<file path="config.mk">
export PLATFORM = sky130hd
export DESIGN_NAME = s2p_symbol_packer
export DESIGN_NICKNAME = d
export VERILOG_FILES = /design/src/rtl/s2p_symbol_packer.sv
export SDC_FILE = /design/constraint.sdc
export NUM_CORES = 1
export LEC_CHECK = 0
export ABC_CLOCK_PERIOD_IN_PS = 4300
export CORE_ASPECT_RATIO = 0.5
export CORE_MARGIN = 2
export CORE_UTILIZATION = 30
export CTS_CLUSTER_SIZE = 24
export DETAILED_ROUTE_END_ITERATION = 8
export PLACE_DENSITY = 0.57
export SETUP_SLACK_MARGIN = 0.5
export SYNTH_ARGS = -nofsm -noshare
export SYNTH_HDL_FRONTEND = slang
export SYNTH_SLANG_ARGS = --single-unit
</file>
<file path="constraint.sdc">
create_clock -name clk -period 4.3 [get_ports clk]
set_clock_uncertainty 0.05 [all_clocks]
set_input_delay 0.645 -clock clk [delete_from_list [all_inputs] [get_ports clk]]
set_output_delay 0.645 -clock clk [all_outputs]
set_load 0.02 [all_outputs]
</file>
<file path="src/rtl/s2p_symbol_packer.sv">
// Serial-to-parallel symbol packer. Strobed serial bits are packed into SYM_W-bit symbols and queued in a DEPTH-entry FIFO.
// The macro S2P_OVF_STICKY_EN makes overflow sticky until start or reset. Without it, overflow pulses once per dropped symbol.
module s2p_symbol_packer #(
  parameter int SYM_W = 4,
  parameter int DEPTH = 4
) (
  input  logic                     clk,
  input  logic                     rst,
  input  logic                     start,
  input  logic                     stop,
  input  logic                     msb_first,
  input  logic                     serial_in,
  input  logic                     data_flag,
  output logic [SYM_W-1:0]         sym_data,
  output logic                     sym_valid,
  input  logic                     sym_ready,
  output logic                     busy,
  output logic [$clog2(DEPTH):0]   level,
  output logic                     overflow,
  output logic                     dbg_state
);

  localparam int AW = $clog2(DEPTH);
  localparam int CW = $clog2(SYM_W);

  typedef enum logic {IDLE = 1'b0, RUN = 1'b1} state_t;

  state_t           state_q, state_d;
  logic [SYM_W-1:0] sr_q, sr_d;
  logic [CW-1:0]    bit_cnt_q, bit_cnt_d;
  logic             ord_q, ord_d;
  logic             overflow_q, overflow_d;
  logic [AW:0]      wr_ptr_q, wr_ptr_d;
  logic [AW:0]      rd_ptr_q, rd_ptr_d;
  logic [SYM_W-1:0] mem_q [DEPTH];

  logic             push, pop, drop, wr_en, full;
  logic [SYM_W-1:0] shifted;

  // Valid/ready: a symbol moves on every rising edge where sym_valid && sym_ready.
  // The head stays stable while sym_valid=1 and sym_ready=0.
  assign level     = wr_ptr_q - rd_ptr_q;
  assign full      = (level == (AW+1)'(DEPTH));
  assign sym_valid = (level != '0);
  assign sym_data  = sym_valid ? mem_q[rd_ptr_q[AW-1:0]] : '0;
  assign busy      = (state_q == RUN);
  assign dbg_state = state_q;
  assign overflow  = overflow_q;
  assign shifted   = ord_q ? {sr_q[SYM_W-2:0], serial_in} : {serial_in, sr_q[SYM_W-1:1]};

  always_comb begin
    state_d   = state_q;
    sr_d      = sr_q;
    bit_cnt_d = bit_cnt_q;
    ord_d     = ord_q;
    wr_ptr_d  = wr_ptr_q;
    rd_ptr_d  = rd_ptr_q;
    push      = 1'b0;
    pop       = sym_valid && sym_ready;
    drop      = 1'b0;
    wr_en     = 1'b0;

    if (start) begin
      // Restart flushes everything, so a pop in this cycle is irrelevant.
      state_d   = RUN;
      sr_d      = '0;
      bit_cnt_d = '0;
      ord_d     = msb_first;
      wr_ptr_d  = '0;
      rd_ptr_d  = '0;
      pop       = 1'b0;
    end else if (stop) begin
      state_d   = IDLE;
      sr_d      = '0;
      bit_cnt_d = '0;
    end else if (state_q == RUN && data_flag) begin
      sr_d = shifted;
      if (bit_cnt_q == CW'(SYM_W-1)) begin
        bit_cnt_d = '0;
        push      = 1'b1;
      end else begin
        bit_cnt_d = bit_cnt_q + 1'b1;
      end
    end

    if (push) begin
      if (full && !pop) drop = 1'b1;
      else wr_en = 1'b1;
    end
    if (wr_en) wr_ptr_d = wr_ptr_q + 1'b1;
    if (pop)   rd_ptr_d = rd_ptr_q + 1'b1;

`ifdef S2P_OVF_STICKY_EN
    overflow_d = overflow_q | drop;
`else
    overflow_d = drop;
`endif
    if (start) overflow_d = 1'b0;
  end

  always_ff @(posedge clk) begin
    if (!rst) begin
      state_q    <= IDLE;
      sr_q       <= '0;
      bit_cnt_q  <= '0;
      ord_q      <= 1'b1;
      overflow_q <= 1'b0;
      wr_ptr_q   <= '0;
      rd_ptr_q   <= '0;
    end else begin
      state_q    <= state_d;
      sr_q       <= sr_d;
      bit_cnt_q  <= bit_cnt_d;
      ord_q      <= ord_d;
      overflow_q <= overflow_d;
      wr_ptr_q   <= wr_ptr_d;
      rd_ptr_q   <= rd_ptr_d;
    end
  end

  // Storage needs no reset; sym_data is masked to zero while the FIFO is empty.
  always_ff @(posedge clk) begin
    if (rst && wr_en) mem_q[wr_ptr_q[AW-1:0]] <= shifted;
  end

endmodule

</file>
==> metrics.md <==
| Metric | Value |
|---|---|
| Outcome | `complete, no violations` |
| Largest net degree at the start of global routing | `11` |
| Sequential Area | `just over 800 sq um` |
| Post-Layout Inst Area | `roughly 1900 sq um` |
| Cell leakage power | `0.000690 uW` |
| Clock Pin Slew Worst Setup and Hold Paths | `around 0.060 ns` |
| Clock Sinks | `33` |
| Relative max-transition margin | `0.709` |
| Ports placed on the boundary | `19` |
| Worst-skew pair later-pin latency | `0.28 ns` |
| Chip width | `~100 um` |
| Routability congestion estimate from global placement | `between 0.7 and 0.8` |
| Power Density | `roughly 340 nW/um^2` |
| Final worst path period share | `0.808` |
| N_diodes | `0` |
| Buffer depth of the longest clock path | `2` |
| GRT met1 Usage | `0.138` |
| Syn nets | `about 140` |
| Total setup violations reported at the end of the flow | `0` |
| Post CTS Setup Buffer Count | `0` |
| Number of distinct library cells after synthesis | `29` |
| Overflow left after global routing | `0` |
| Critical Path AT | `approximately 2.8 ns` |
| Detailed router's first-iteration violation count | `52` |
| Highest-count cells in the layout ignoring fill and taps | `sky130_fd_sc_hd__clkdlybuf4s50_1 (18), sky130_fd_sc_hd__dfxtp_1 (17), sky130_fd_sc_hd__edfxtp_1 (16)` |
| Number of vias after detailed routing | `approximately 930` |
| Die extent in y | `53.9 um` |
| WS Path Type | `reg2out` |
| Highest-utilization routing layer at the global route stage | `met2` |
| Final setup slack of the worst path | `between 0.8 and 0.9 ns` |
| Critical path capture point type | `output pin` |
| Met3 Resource Use GR | `0.0363` |
| Count of hold buffers inserted by post-cts repair | `0` |
| Worst slack at placement | `1.08 ns` |
| Area taken by multi-input logic gates | `about 640 sq um` |
| Nets | `160` |
| End of the worst register-to-register path | `mem_q[0][0]` |
| Syn avg cell area | `12.4 sq um` |
| Maximum fanout along the worst path | `5` |
| Maximum capacitance violations | `0` |
| Layout Area Growth over Synthesis | `24.6%` |
| Initial Util | `0.307` |
| All-layer global routing usage | `0.107` |
| Hold Startpoint | `bit_cnt_q[1]` |
| Final Hold Violating Endpoints | `0` |
| Total number of yosys warnings | `0` |
| Iteration count of the initial detailed-routing pass | `4` |
| Clock buffers created by TritonCTS | `5` |
| Setup repair after global routing missed its margin | `false` |
| Sequential area share after synthesis | `0.550` |
| Ratio of routed vias to standard cells | `between 4 and 5` |
| Global-route track usage on met2 | `0.167` |
| Post-place instance area | `~1800 sq um` |
| Netlist area before placement | `1490 sq um` |
| Reg-to-Reg Start | `wr_ptr_q[0]` |
| Fmax | `~0.29 GHz` |
| Final Max Slew Viols | `0` |
| Vias in the first global route | `about 890` |
| Overall routed net length | `between 2 and 3 mm` |
| CTS H-Tree Depth | `2` |
| Count of state elements after synthesis | `33` |
| Worst-case register-to-register setup slack | `approximately 1.9 ns` |
| Post-detailed-placement half-perimeter wirelength | `2.01 mm` |
| Global-route wire length before repair | `4.41 mm` |
| Path category of the worst min-delay check | `reg2reg` |
| Data required time of the critical path | `between 3 and 4 ns` |
| Cell count of the worst hold path | `2` |
| Fill cells | `just under 500` |
| Share of cells above drive strength 1 | `0.131` |
| Die area | `between 5000 and 6000 sq um` |
| Library cell used as clock root buffer | `sky130_fd_sc_hd__clkbuf_8` |
| Average routed wire per standard cell | `approximately 12 um` |
| Instance count of the mapped netlist | `120` |
| Slew at the pin closest to its max-slew limit | `about 0.43 ns` |
| DRC errors left | `0` |
| Min Clock Period, post-route | `roughly 3.5 ns` |
| Summed negative setup slack over all endpoints | `0 ns` |
| Clock tree from TritonCTS | `done` |
| Number of input and output port buffers inserted | `18` |
| Total chip power | `~630 uW` |
| Share of the core filled with cells | `0.382` |
| Reg2reg path depth | `7` |
| CP Launch Type | `flip-flop` |
| Area of the core region | `roughly 4900 sq um` |
| Number of antenna violations at the first check in global routing | `0` |
| Commonest non-fill, non-tap cell in the layout | `sky130_fd_sc_hd__clkdlybuf4s50_1` |
| Antenna violation net count after detailed routing | `0` |
| Worst vdd ir | `roughly 120 uV` |
| Number of instances resized during post-cts repair | `0` |
| Number of standard-cell rows in the floorplan | `18` |
| WHS Endpoint | `bit_cnt_q[1]` |
## synthesized netlist by cell type
master	instances	area [sq um]
sky130_fd_sc_hd__xnor3_2	1	23.8
sky130_fd_sc_hd__and4b_1	1	10.0
sky130_fd_sc_hd__mux2_2	5	56.3
sky130_fd_sc_hd__fa_1	1	20.0
sky130_fd_sc_hd__nor2b_1	9	56.3
sky130_fd_sc_hd__nor3_1	5	25.0
sky130_fd_sc_hd__mux4_2	4	90.1
sky130_fd_sc_hd__nand3_1	1	5.00
sky130_fd_sc_hd__o21ai_0	3	15.0
sky130_fd_sc_hd__nor4b_1	1	8.76
sky130_fd_sc_hd__mux2i_1	2	20.0
sky130_fd_sc_hd__nand2_1	8	30.0
sky130_fd_sc_hd__ha_1	7	87.6
sky130_fd_sc_hd__a21oi_1	3	15.0
sky130_fd_sc_hd__a311o_1	1	10.0
sky130_fd_sc_hd__xor2_1	1	8.76
sky130_fd_sc_hd__nand2b_1	2	12.5
sky130_fd_sc_hd__o21a_1	1	7.51
sky130_fd_sc_hd__dfxtp_1	17	340
sky130_fd_sc_hd__a221o_1	1	10.0
sky130_fd_sc_hd__and2_1	6	37.5
sky130_fd_sc_hd__nor2_2	1	6.26
sky130_fd_sc_hd__nor3_4	1	16.3
sky130_fd_sc_hd__inv_1	6	22.5
sky130_fd_sc_hd__buf_4	1	7.51
sky130_fd_sc_hd__edfxtp_1	16	480
sky130_fd_sc_hd__o31ai_2	1	12.5
sky130_fd_sc_hd__nor2_1	13	48.8
sky130_fd_sc_hd__xnor2_1	1	8.76
## how the worst max path moves through the flow
stage                start          end  slack (ns)  cells after the start
2_1_floorplan  wr_ptr_q[0]  sym_data[0]        1.64                      7
3_3_place_gp   wr_ptr_q[0]  sym_data[3]        1.17                      8
3_5_place_dp   wr_ptr_q[0]  sym_data[3]        1.08                      8
4_1_cts        wr_ptr_q[0]  sym_data[3]        0.77                      8
5_1_grt        wr_ptr_q[0]  sym_data[2]        0.63                      8
6_report       wr_ptr_q[0]  sym_data[2]        0.82                      8
## worst max-delay path: stages, from the launching register on
cell and delay, ns:
sky130_fd_sc_hd__dfxtp_1 0.38, sky130_fd_sc_hd__inv_1 0.10, sky130_fd_sc_hd__ha_1 0.22, sky130_fd_sc_hd__fa_1 0.41
sky130_fd_sc_hd__xnor3_2 0.31, sky130_fd_sc_hd__inv_1 0.09, sky130_fd_sc_hd__nor2_1 0.36, sky130_fd_sc_hd__nor2b_1 0.09
sky130_fd_sc_hd__clkdlybuf4s50_1 0.55
## metrics by stage
step                hold slack (ns)  cells
floorplan                     0.390    120
global placement              0.398    207
detailed placement            0.410    207
CTS                           0.420    215
global route                  0.455    215
finish                        0.417    215
## where the power goes
group	total [uW]	internal [uW]	switching, uW
clock network	276	171	105
registers	332	330	2.06
logic	26.1	13.1	13.0
total	634	514	120
## registers in the layout (all words and copies together), names as in the netlist, named ones only
register / cells
overflow: 1
wr_ptr_q: 3
bit_cnt_q: 2
rd_ptr_q: 3
mem_q: 16
ord_q: 1
sr_q: 4
busy: 1
## cell type report
type,count,share of cell area
clock buffer,6,0.0390
clock inverter,2,0.0182
inverter,6,0.0121
multi-input combinational,80,0.345
sequential,33,0.441
tap,70,0.0471
timing repair buffer,18,0.0969
## kinds of logic (layout without fill, tap and decap cells)
family | count (synthesis) | in the layout | share of synthesized area
AO/OA/AOI/OAI | 10 | 10 | 0.0469
multiplexers | 11 | 11 | 0.111
adder cells (fa/ha/maj) | 8 | 8 | 0.0721
buffers and inverters | 7 | 32 | 0.0201
AND/OR/NAND/NOR | 48 | 48 | 0.172
XOR/XNOR | 3 | 3 | 0.0277
flip-flops | 33 | 33 | 0.550
## per-layer routing
metal / up-vias / part of all wire
li1: 468 / -
met1: 438 / 0.52
met2: 17 / 0.42
met3: 5 / 0.039
met4: 0 / 0.018
met5: - / 0
(Power assumes the default switching activity.)
